<file path="config.mk">
export PLATFORM = sky130hd
export DESIGN_NAME = alarm_scheduler
export DESIGN_NICKNAME = d
export VERILOG_FILES = /design/src/rtl/watch_pkg.sv /design/src/rtl/edge_detect.sv /design/src/rtl/alarm_scheduler.sv
export SDC_FILE = /design/constraint.sdc
export NUM_CORES = 1
export LEC_CHECK = 0
export CAP_MARGIN = 40
export CORE_ASPECT_RATIO = 1.4
export CORE_MARGIN = 2
export CORE_UTILIZATION = 50
export DETAILED_ROUTE_END_ITERATION = 8
export HOLD_SLACK_MARGIN = 0.08
export PLACE_DENSITY = 0.71
export SYNTH_ARGS = -nofsm -noshare
export SYNTH_HDL_FRONTEND = slang
export SYNTH_SLANG_ARGS = --single-unit
</file>
<file path="constraint.sdc">
create_clock -name clk -period 2.3 [get_ports clk]
set_clock_uncertainty 0.05 [all_clocks]
set_input_delay 0.345 -clock clk [delete_from_list [all_inputs] [get_ports clk]]
set_output_delay 0.345 -clock clk [all_outputs]
set_load 0.01 [all_outputs]
</file>
<file path="src/rtl/watch_pkg.sv">
// Shared alarm scheduler types and defaults.
// State encoding plus the counter-width helper.
package watch_pkg;

    typedef enum logic [1:0] {
        IDLE   = 2'd0,
        RING   = 2'd1,
        SNOOZE = 2'd2
    } state_t;

    localparam int unsigned DEF_RING_SECS   = 60;
    localparam int unsigned DEF_SNOOZE_SECS = 300;
    localparam int unsigned DEF_MAX_SNOOZE  = 3;

    function automatic int unsigned sec_width(
        input int unsigned a,
        input int unsigned b
    );
        return $clog2((a > b) ? a : b) + 1;
    endfunction

endpackage

</file>
<file path="src/rtl/edge_detect.sv">
// Rising-edge detector: registered history, pulse
// is high while the level is high and history is low.
module edge_detect (
    input  logic clk,
    input  logic reset,
    input  logic level,
    output logic pulse
);

    logic prev;

    // Remember last cycle's level; reset clears history.
    always_ff @(posedge clk) begin
        if (reset) begin
            prev <= 1'b0;
        end else begin
            prev <= level;
        end
    end

    assign pulse = level & ~prev;

endmodule

</file>
<file path="src/rtl/alarm_scheduler.sv">
// Alarm ring / snooze / timeout controller.
// All outputs are registered from a single FSM block.
module alarm_scheduler
    import watch_pkg::*;
#(
    parameter int unsigned RING_SECS   = DEF_RING_SECS,
    parameter int unsigned SNOOZE_SECS = DEF_SNOOZE_SECS,
    parameter int unsigned MAX_SNOOZE  = DEF_MAX_SNOOZE
) (
    input  logic       clk,
    input  logic       reset,
    input  logic       tick_1hz,
    input  logic       alarm_match,
    input  logic       alarm_enable,
    input  logic       btn_snooze,
    input  logic       btn_stop,
    output logic       buzzer,
    output logic       ringing,
    output logic       snoozing,
    output logic [1:0] snooze_cnt,
    output logic       missed
);

    localparam int unsigned SW = sec_width(RING_SECS, SNOOZE_SECS);
    localparam logic [SW-1:0] RING_LIM = SW'(RING_SECS);
    localparam logic [SW-1:0] SNZ_LIM  = SW'(SNOOZE_SECS);
    localparam logic [SW-1:0] ONE      = SW'(1);
    localparam logic [1:0]    SNZ_MAX  = 2'(MAX_SNOOZE);

    state_t        state;
    logic [SW-1:0] sec_cnt;
    logic [SW-1:0] sec_nxt;
    logic          match_edge;
    logic          snooze_edge;
    logic          stop_edge;

    edge_detect u_match (
        .clk   (clk),
        .reset (reset),
        .level (alarm_match),
        .pulse (match_edge)
    );

    edge_detect u_snooze (
        .clk   (clk),
        .reset (reset),
        .level (btn_snooze),
        .pulse (snooze_edge)
    );

    edge_detect u_stop (
        .clk   (clk),
        .reset (reset),
        .level (btn_stop),
        .pulse (stop_edge)
    );

    assign sec_nxt = sec_cnt + ONE;

    // Main FSM: buttons beat timeouts, stop beats snooze.
    always_ff @(posedge clk) begin
        if (reset) begin
            state      <= IDLE;
            sec_cnt    <= '0;
            buzzer     <= 1'b0;
            ringing    <= 1'b0;
            snoozing   <= 1'b0;
            snooze_cnt <= 2'd0;
            missed     <= 1'b0;
        end else if (!alarm_enable) begin
            state    <= IDLE;
            sec_cnt  <= '0;
            buzzer   <= 1'b0;
            ringing  <= 1'b0;
            snoozing <= 1'b0;
        end else begin
            unique case (state)
                IDLE: begin
                    if (match_edge) begin
                        state      <= RING;
                        sec_cnt    <= '0;
                        snooze_cnt <= 2'd0;
                        missed     <= 1'b0;
                        buzzer     <= 1'b1;
                        ringing    <= 1'b1;
                    end
                end
                RING: begin
                    if (stop_edge) begin
                        state   <= IDLE;
                        sec_cnt <= '0;
                        buzzer  <= 1'b0;
                        ringing <= 1'b0;
                    end else if (snooze_edge && (snooze_cnt < SNZ_MAX)) begin
                        state      <= SNOOZE;
                        sec_cnt    <= '0;
                        snooze_cnt <= snooze_cnt + 2'd1;
                        buzzer     <= 1'b0;
                        ringing    <= 1'b0;
                        snoozing   <= 1'b1;
                    end else if (tick_1hz) begin
                        if (sec_nxt == RING_LIM) begin
                            state   <= IDLE;
                            sec_cnt <= '0;
                            buzzer  <= 1'b0;
                            ringing <= 1'b0;
                            missed  <= 1'b1;
                        end else begin
                            sec_cnt <= sec_nxt;
                            buzzer  <= ~buzzer;
                        end
                    end
                end
                SNOOZE: begin
                    if (stop_edge) begin
                        state    <= IDLE;
                        sec_cnt  <= '0;
                        snoozing <= 1'b0;
                    end else if (tick_1hz) begin
                        if (sec_nxt == SNZ_LIM) begin
                            state    <= RING;
                            sec_cnt  <= '0;
                            buzzer   <= 1'b1;
                            ringing  <= 1'b1;
                            snoozing <= 1'b0;
                        end else begin
                            sec_cnt <= sec_nxt;
                        end
                    end
                end
                default: begin
                    state    <= IDLE;
                    sec_cnt  <= '0;
                    buzzer   <= 1'b0;
                    ringing  <= 1'b0;
                    snoozing <= 1'b0;
                end
            endcase
        end
    end

endmodule

</file>
== Word level (Yosys, flattened, before mapping) ==
Cells that the tools add are included.

* Add/subtract/negate cells: 2
* Bitwise operators: 9
* $lt $le $gt $ge: 1
* Reduce and logical (&&, ||, !) cells: 11
* Muxes and demuxes: 48
* Equal/unequal tests: 17

{| class="wikitable"
|+ Operators by type and width
! kind !! number
|-
| $mux 10 || 8
|-
| $pmux 10 s3 || 1
|-
| $mux 1 || 22
|-
| $mux 2 || 11
|-
| $reduce_and 5->1 || 4
|-
| $ne 2x2->1 const B || 9
|-
| $add 10x1->10 const B || 1
|-
| $eq 10x6->1 const B || 1
|-
| $eq 10x9->1 const B || 1
|-
| $pmux 1 s3 || 3
|-
| $ne 4x4->1 const B || 2
|-
| $reduce_and 7->1 || 1
|-
| $ne 3x3->1 const B || 2
|-
| $not 1->1 || 6
|-
| $pmux 2 s3 || 1
|-
| $reduce_and 6->1 || 1
|-
| $pmux 2 s2 || 1
|-
| $and 1x1->1 || 3
|-
| $reduce_and 3->1 || 1
|-
| $add 2x1->2 const B || 1
|-
| $eq 2x1->1 const B || 1
|-
| $eq 2x2->1 const B || 1
|-
| $logic_not 2->1 || 1
|-
| $lt 2x2->1 const B || 1
|-
| 4 further kinds || 4
|}

* Output and inout port bits: 6
* Bits in registers: 21
* Bits of input ports: 7
* Word-level logic and storage cells: 98

== Longest topological paths before layout ==
* Depth after elaboration: 7
* Mapped depth: 8
* Gate-level depth less buffers: 7

== Cells and area by module ==
From an unflattened synthesis, not the netlist that was laid out.

* Cell total of the unflattened synthesis: 179
* Area total of the unflattened synthesis: 1407.6 um^2

{| class="wikitable"
|+ Modules (own cells, without submodules)
! module !! area each (um^2) !! times used !! cells each
|-
| alarm_scheduler || 1265.0 || 1 || 170
|-
| edge_detect || 47.5 || 3 || 3
|}

== Worst setup path before layout ==
OpenSTA, ideal clock, no wires.

* Path kind: reg-to-reg
* From: register snooze_cnt[0]
* To: register state[0]
* Period minus slack after synthesis: 2300 ps
* Buffers on the path: 1
* Data arrival time: 2180 ps
* Setup time: 70 ps
* Required time: 2180 ps
* Setup slack: 0 ps
* Stages on the path, launching flop included: 9
* Path through: dfxtp_1 ha_1 or3b_1 buf_2 and3_4 o21ai_0 nand2_1 or4_1 a21oi_1

* Cells in the longest elaborated chain, start to end: 5
* Elaborated cells on any way between the ends: 8
* Those cells by class: order compare (1); eq/ne (2); mux (3); reduce/logical (2)

{| class="wikitable"
|+ Ends and longest elaborated chain
! element !! line !! source
|-
| from (decl) || alarm_scheduler.sv:20 || <nowiki>output logic [1:0] snooze_cnt,</nowiki>
|-
| from (signal assigned) || alarm_scheduler.sv:97 || <nowiki>snooze_cnt <= snooze_cnt + 2'd1;</nowiki>
|-
| $lt 2x2->1 * || alarm_scheduler.sv:94 || <nowiki>end else if (snooze_edge && (snooze_cnt < SNZ_MAX)) begin</nowiki>
|-
| $logic_and 1x1->1 * || alarm_scheduler.sv:94 ||
|-
| $mux 2 || alarm_scheduler.sv:94 ||
|-
| $mux 2 || alarm_scheduler.sv:89 || <nowiki>if (stop_edge) begin</nowiki>
|-
| $pmux 2 s3 || alarm_scheduler.sv:77 || <nowiki>unique case (state)</nowiki>
|-
| to (signal assigned) || alarm_scheduler.sv:80 || <nowiki>state <= RING;</nowiki>
|-
| to (signal assigned) || alarm_scheduler.sv:90 || <nowiki>state <= IDLE;</nowiki>
|-
| to (signal assigned) || alarm_scheduler.sv:95 || <nowiki>state <= SNOOZE;</nowiki>
|-
| to (decl) || alarm_scheduler.sv:30 || <nowiki>state_t state;</nowiki>
|}

Mark *: on every way between the ends. The rest lies on a longest branch, timed or not.
A chain may end at the register's enable or synchronous reset.

== Worst setup path in the final report ==
* From: register sec_cnt[0]
* To: register state[0]

* Cells in the longest elaborated chain, start to end: 4
* Elaborated cells on any way between the ends: 6
* Those cells by class: add/sub (1); eq/ne (4); reduce/logical (1)

{| class="wikitable"
|+ Ends and longest elaborated chain
! element !! line !! source
|-
| from (decl) || alarm_scheduler.sv:31 || <nowiki>logic [SW-1:0] sec_cnt;</nowiki>
|-
| from (signal assigned) || alarm_scheduler.sv:109 || <nowiki>sec_cnt <= sec_nxt;</nowiki>
|-
| from (signal assigned) || alarm_scheduler.sv:127 || <nowiki>sec_cnt <= sec_nxt;</nowiki>
|-
| $add 10x1->10 * || alarm_scheduler.sv:58 || <nowiki>assign sec_nxt = sec_cnt + ONE;</nowiki>
|-
| $eq 10x6->1 or $eq 10x9->1 (tied branches) || alarm_scheduler.sv:102, alarm_scheduler.sv:120 ||
|-
| $ne 4x4->1 (no source line) or $ne 3x3->1 (tied branches) || -- ||
|-
| $reduce_and 5->1 (no source line) * || -- ||
|-
| to (signal assigned) || alarm_scheduler.sv:63 || <nowiki>state <= IDLE;</nowiki>
|-
| to (signal assigned) || alarm_scheduler.sv:71 || <nowiki>state <= IDLE;</nowiki>
|-
| to (signal assigned) || alarm_scheduler.sv:103 || <nowiki>state <= IDLE;</nowiki>
|}

Marked as above.

==> impl_results.md <==
- Number of nets in the finished design: 198
- Vias per cell: 5.706
- Vias: roughly 1,200
- Antenna violations before repair: 0
- Worst-case setup slack after placement: -0.1270 ns
- Data required, critical path: between 2 and 3 ns
- Number of levels the H-tree was split into: 1
- Total global routing overflow: 0
- Number of cells on the worst reg-to-reg path: 8
- Filler Cell Count: between 200 and 250
- Cell types with the highest counts after synthesis: dfxtp_1 (21), nand2_1 (20), nor2_1 (14)
- Horizontal die dimension: ~47 microns
- Finished Core Util: 0.6454
- Share of the clock period used by the worst path after layout: 0.9568
- Post-layout minimum cycle time: roughly 2.2 ns
- Residual DRC count: 0
- Initial standard-cell utilization of the core: 0.5264
- Run status: finished clean
- Bufs on Longest Clock Path: 2
- Post-synthesis to final-layout area growth: 22.62%
- Register bit count reported by yosys: 21
- Max capacitance violation total: 0
- Insertion delay to the later sink of the worst-skew pair: 0.31 ns
- Routability cong.: between 0.8 and 0.9
- Worst Max-Slew Pin Slew: between 0.5 and 0.6 ns
- Final antenna diode count: 0
- Proportion of layout cells with a drive suffix above 1: 0.1848
- Count of buffers inserted at the top-level ports: 12
- Number of unique standard cell types used by synthesis: 46
- Floorplan row count: 21
- Number of enable flip-flop cells after synthesis: 0
- Number of endpoints with negative hold slack in the final report: 0
- Path class of the lowest-slack min-delay path: flop to flop
- Startpoint class of the critical path: flop
- Dominant cells by area after synthesis: dfxtp_1 (33%), ha_1 (5.9%), nand2_1 (5.9%)
- Start-to-end type of the worst setup path: flop to flop
- Post-Syn Instances: 156
- Number of cells on the critical path: 8
- Worst R2R End: state[0]
- HP Start: buzzer
- Count of boundary I/O pins: 13
- Cell type with the highest aggregate area in the netlist: dfxtp_1
- Slowest stage delay, CP: about 0.52 ns
- Post-Route Setup TNS: 0 ns
- Post-layout power: ~650 uW
- Cell at the root of the clock tree: clkbuf_4
- CP Capture Type: flop
- Count of antenna-violating nets left after detailed routing: 0
- Vias in the first global route: approximately 1,200
- Placeable core region: 2417 sq um
- CP Data Arrival Time: 2.41 ns
- Most frequent cell after synthesis: dfxtp_1
- Launching point of the worst reg2reg path: sec_cnt[0]
- Maximum number of pins on one net before global-route repair: 12
- Final setup violation count: 0
- Average size of a mapped cell: 8.157 sq um
- Primary FF master, synth: dfxtp_1
- Clock transition at the registers of the reported paths: around 0.12 ns
- Pwr dens: around 420 nW/um^2
- Clock tree from TritonCTS: built
- First-pass GRT wire length: slightly below 5000 microns
- Mapped Area: between 1000 and 1500 sq um
- Highest clock frequency the design can meet: between 0.4 and 0.5 GHz
- Nets in the synthesized netlist: 169
- Async set or reset register ratio after synthesis: 0
- Count of routing violations after the opening detailed-route iteration: 23
- Share of Yosys cell area claimed by the top area cell type: 0.3304
- Sequential fraction of the synthesis area: 0.3304
- Max IR drop VDD: a little over 0.0003 V
- Static power due to leakage: ~0.57 nW
- Buf/Inv on CP: 1
- Relative slew slack: 0.6477
- Hold path cells: 2
- Half-perimeter wire length after placement: around 2400 microns
- Final routed wire length divided by cell count: roughly 14 microns
- Worst-case setup margin in the final layout: roughly 0.099 ns
- Length of the first detailed-routing pass in iterations: 4
- Ys Warns: 0
- Crit-path leading delay family: simple AND/OR/NAND/NOR gates
- Fin. max-slew vios: 0
- Endpoint of the worst hold-timing path: buzzer
- Die area: ~3000 sq um
- Critical path's slowest cell: or4_1
- Number of clock buffers inserted by TritonCTS: 3
- Cells along the critical path: ha_1, and4bb_2, nand4_1, a211oi_2, buf_4, o22ai_2, or4_1, a21oi_1
- Die Ht: about 64 microns
- Post-CTS setup buffer count: 0
- Critical path fanouts, max: 5
- Detailed-route wire length: about 3000 microns
- Overall Global Routing Usage: 0.2206
- Worst Hold Slack: 0.4411 ns
- Setup slack, reg-to-reg: 0.1 ns
- Sinks on the clock net: 21
cell families (layout without fill, tap and decap cells):
logic type                 count (synthesis)  after routing  share of synthesized area
adders and majority gates                  6              6                    0.05900
muxes                                      1              1                   0.007867
AOI/OAI and AO/OA                         43             43                     0.2478
buffers and inverters                     13             41                    0.04916
DFF                                       21             21                     0.3304
and+or+nand+nor                           72             72                     0.3058
worst register-to-register path: stages (launching register included):
cell,delay (ns)
dfxtp_2,0.38
ha_1,0.19
and4bb_2,0.24
nand4_1,0.14
a211oi_2,0.23
buf_4,0.17
o22ai_2,0.08
or4_1,0.52
a21oi_1,0.15
power by group:
part	leakage (nW)	total, mW	internal (mW)	switching [mW]
sequential	0.171	0.374	0.370	0.00364
clock	0.0150	0.183	0.0679	0.115
combinational	0.381	0.0953	0.0461	0.0492
total	0.567	0.652	0.484	0.168
worst max path at each step:
stage,from,to,slack (ns)
floorplan,snooze_cnt[0],state[0],0.07
global route,sec_cnt[0],state[0],-0.009
finish,sec_cnt[0],state[0],0.1
global placement,btn_snooze,state[0],-0.08
detailed placement,btn_snooze,state[0],-0.13
CTS,sec_cnt[0],state[0],0.02
area by class of cell:
type / instances / area, sq um / share of cell area
Sequential cell: 21 / 422.9 / 0.2711
Timing Repair Buffer: 29 / 247.7 / 0.1588
Clock buffer: 4 / 26.28 / 0.01684
Inverter: 8 / 30.03 / 0.01925
Tap cell: 34 / 42.54 / 0.02727
Multi-Input combinational cell: 122 / 790.8 / 0.5068
flip-flops by register name (all words and copies together), names as in the netlist:
signal and cells:
buzzer 1, missed 1, ringing 1, sec_cnt 10, snooze_cnt 2, snoozing 1
state 2, u_match.prev 1, u_snooze.prev 1, u_stop.prev 1
stage by stage:
step,area (sq um),instances
after floorplan,1272,156
after global placement,1530,214
after detailed placement,1530,214
after CTS,1556,218
after global routing,1560,218
final,1560,218
per-layer routing:
layer / vias up / track usage / share of wire / wire, microns
met3: 5 / 0.02006 / 0.030 / 90
li1: 637 / - / - / -
met4: 0 / 0.1007 / 0.017 / 51
met5: - / 0 / 0 / 0
met1: 580 / 0.2411 / 0.41 / 1225
met2: 22 / 0.3993 / 0.54 / 1608
repair_timing:
item | in CTS | in global routing
hold buffers | 0 | 0
setup endpoints to repair | 0 | 1
resized for setup | 0 | 3
layout by cell type, fill, tap and decap left out, drive strengths merged, types with 4 or more instances in the layout:
master	netlist	final
a21oi	10	10
buf	4	17
clkbuf	1	4
clkdlybuf4s50	0	12
dfxtp	21	21
ha	6	6
inv	8	8
nand2	20	20
nand3	11	11
nand4	6	6
nor2	14	14
nor2b	4	4
o21ai	8	8
o311ai	5	5
Power figures use the tool's default switching activity.
==> RTL change: new RTL, config.mk and constraints unchanged <==
Reset style: asynchronous (`reset`), changed in 2 clocked blocks.
--- a/src/rtl/edge_detect.sv
+++ b/src/rtl/edge_detect.sv
@@ -11,5 +11,5 @@
 
     // Remember last cycle's level; reset clears history.
-    always_ff @(posedge clk) begin
+    always_ff @(posedge clk or posedge reset) begin
         if (reset) begin
             prev <= 1'b0;
--- a/src/rtl/alarm_scheduler.sv
+++ b/src/rtl/alarm_scheduler.sv
@@ -59,5 +59,5 @@
 
     // Main FSM: buttons beat timeouts, stop beats snooze.
-    always_ff @(posedge clk) begin
+    always_ff @(posedge clk or posedge reset) begin
         if (reset) begin
             state      <= IDLE;
Function: differs if reset is asserted again (counterexample within 4 cycles, from zero or initial values and one cycle with reset high); with reset held inactive, the same outputs for 10 cycles.
==> RTL change against the unedited design <==
Routed wire length rose by 15%; sequential cell count is the same; setup slack improved by 0.0086 ns; fmax grew 0.39%; cell count grew 2.8%; non-clock buffer count increased by 4; synthesized area increased by 12%; critical path depth shrank 2; synthesized cell count grew 0.64%; design area up 14%; critical path type unchanged.
Power is not compared: it rests on default switching activity, and its combinational part moved more than twofold at a synthesized area within 25%.
==> RTL change: results (changes against the unedited design) <==
The run finished with clean final reports. The worst-case clock buffer depth came out at 2 (unchanged). Combinational logic is responsible for 42.9% of the overall power. The largest stage delay on the critical path is 0.46 ns (-0.06 ns). The tightest min-delay check is of the in2async type. The kind of cell adding the most delay to the critical path is compound AO/OA/AOI/OAI gates.

The routed wire length was 3.41 mm (+15%). The highest fanout seen on the critical path was 7 (+2). The largest net degree at the start of global routing came out at 22 (+10).

The largest individual stage delay along the critical path comes from the cell sky130_fd_sc_hd__dfrtp_2. The via density per instance is 5.92 (+3.7%). The number of global-route vias before repair was 1330 (+11%); the net count after synthesis was 170 (+0.59%).

The share of flip-flops with an asynchronous set or reset after synthesis was 100% (+100 points); the wire length of the first global-routing pass was 6.00 mm (+22%). For the register area share after synthesis, the log shows 36.8% (+3.8 points). The half-perimeter wire length after detailed placement is 2.58 mm (+8.5%), and the number of iterations in the first detailed-routing pass is 4 (unchanged).

Net total in the final layout: 202 (+2.0%). The commonest cells after synthesis are 22 x sky130_fd_sc_hd__nand2_1, 21 x sky130_fd_sc_hd__dfrtp_1, 9 x sky130_fd_sc_hd__nand3_1, 7 x sky130_fd_sc_hd__inv_1. The run gives 46.3% (+6.4 points) as the met2 capacity usage during global routing. Met3 layer usage reported by global route: 2.65% (+0.65 points).

The logs give 25.6% (+1.5 points) for the global-route met1 utilization and 23.9% (+1.8 points) for the global routing usage summed across all routing layers. Detailed-routed wire length on met2: 1.86 mm (+16%). The tools report the number of library cell types mapped by synthesis as 50 (+8.7%). The detailed-routed wire length on met3 was 87 um (-3.3%); the post-synthesis area per instance was 9.09 um^2 (+11%).

For the met1 wire length, the log shows 1.38 mm (+12%). The routability congestion estimate was 0.930 (+4.2%). The number of design-rule violations left by the first detailed-router iteration was 44 (+91%); the share of cells above drive strength 1 was 22.9% (+4.4 points). The tools report the initial antenna violation count as 0 (unchanged). The count of filler cells inserted in the layout was 221 (-6.4%); the post-place instance area was 1700 um^2 (+11%).

By area the synthesized netlist is led by sky130_fd_sc_hd__dfrtp_1 37%, sky130_fd_sc_hd__nand2_1 5.8%, sky130_fd_sc_hd__ha_1 5.3%. Average wire length per cell after detail routing: 15.2 um (+12%).
RTL change: changes by cell type in the layout (fill, tap and decap cells not counted), sizes merged, moves of 5 or more:
| cell | before | now |
|---|---|---|
| dfrtp | 0 | 21 |
| dfxtp | 21 | 0 |
| nor2 | 14 | 7 |
| a21oi | 10 | 4 |
| nor3 | 1 | 6 |
| o311ai | 5 | 0 |
RTL change: layout make-up:
cell class	count	area, um^2	share of cell area [%]
Multi-Input combinational cell	123	880	49.3
Sequential cell	21	529	29.6
Timing Repair Buffer	33	278	15.6
Tap cell	36	45.0	2.52
Inverter	7	26.3	1.47
Clock buffer	3	22.5	1.26
Clock inverter	1	5.00	0.280
RTL change: kinds of logic after synthesis:
group	after synthesis	synth area share, %
buffers and inverters	13	4.03
adder cells (fa/ha/maj)	6	5.26
XOR/XNOR	1	0.614
multiplexers	5	3.59
flip-flops	21	36.8
AO/OA/AOI/OAI	40	23.5
AND/OR/NAND/NOR	71	26.2
RTL change: repair_timing:
item / in CTS / in global routing
endpoints found under the setup margin: 1 / 9
setup buffers: 0 / 2
cloned: 0 / 0
pin swaps: 0 / 4
resized for setup: 1 / 9
RTL change: worst paths after layout:
kind,start,to,slack [ns],cells past startpoint
min in group clk,btn_snooze,u_snooze.prev$_DFF_PP0_,0.44,1
worst max register to register,sec_cnt[0]$_DFFE_PP0P_,sec_cnt[7]$_DFFE_PP0P_,0.11,6
worst max-delay path,sec_cnt[0]$_DFFE_PP0P_,sec_cnt[7]$_DFFE_PP0P_,0.11,6
worst min-delay path,reset,state[0]$_DFFE_PP0P_,0.30,3
max in group asynchronous,reset,sec_cnt[1]$_DFFE_PP0P_,1.67,3
worst min register to register,snooze_cnt[1]$_DFFE_PP0P_,snooze_cnt[1]$_DFFE_PP0P_,0.49,1
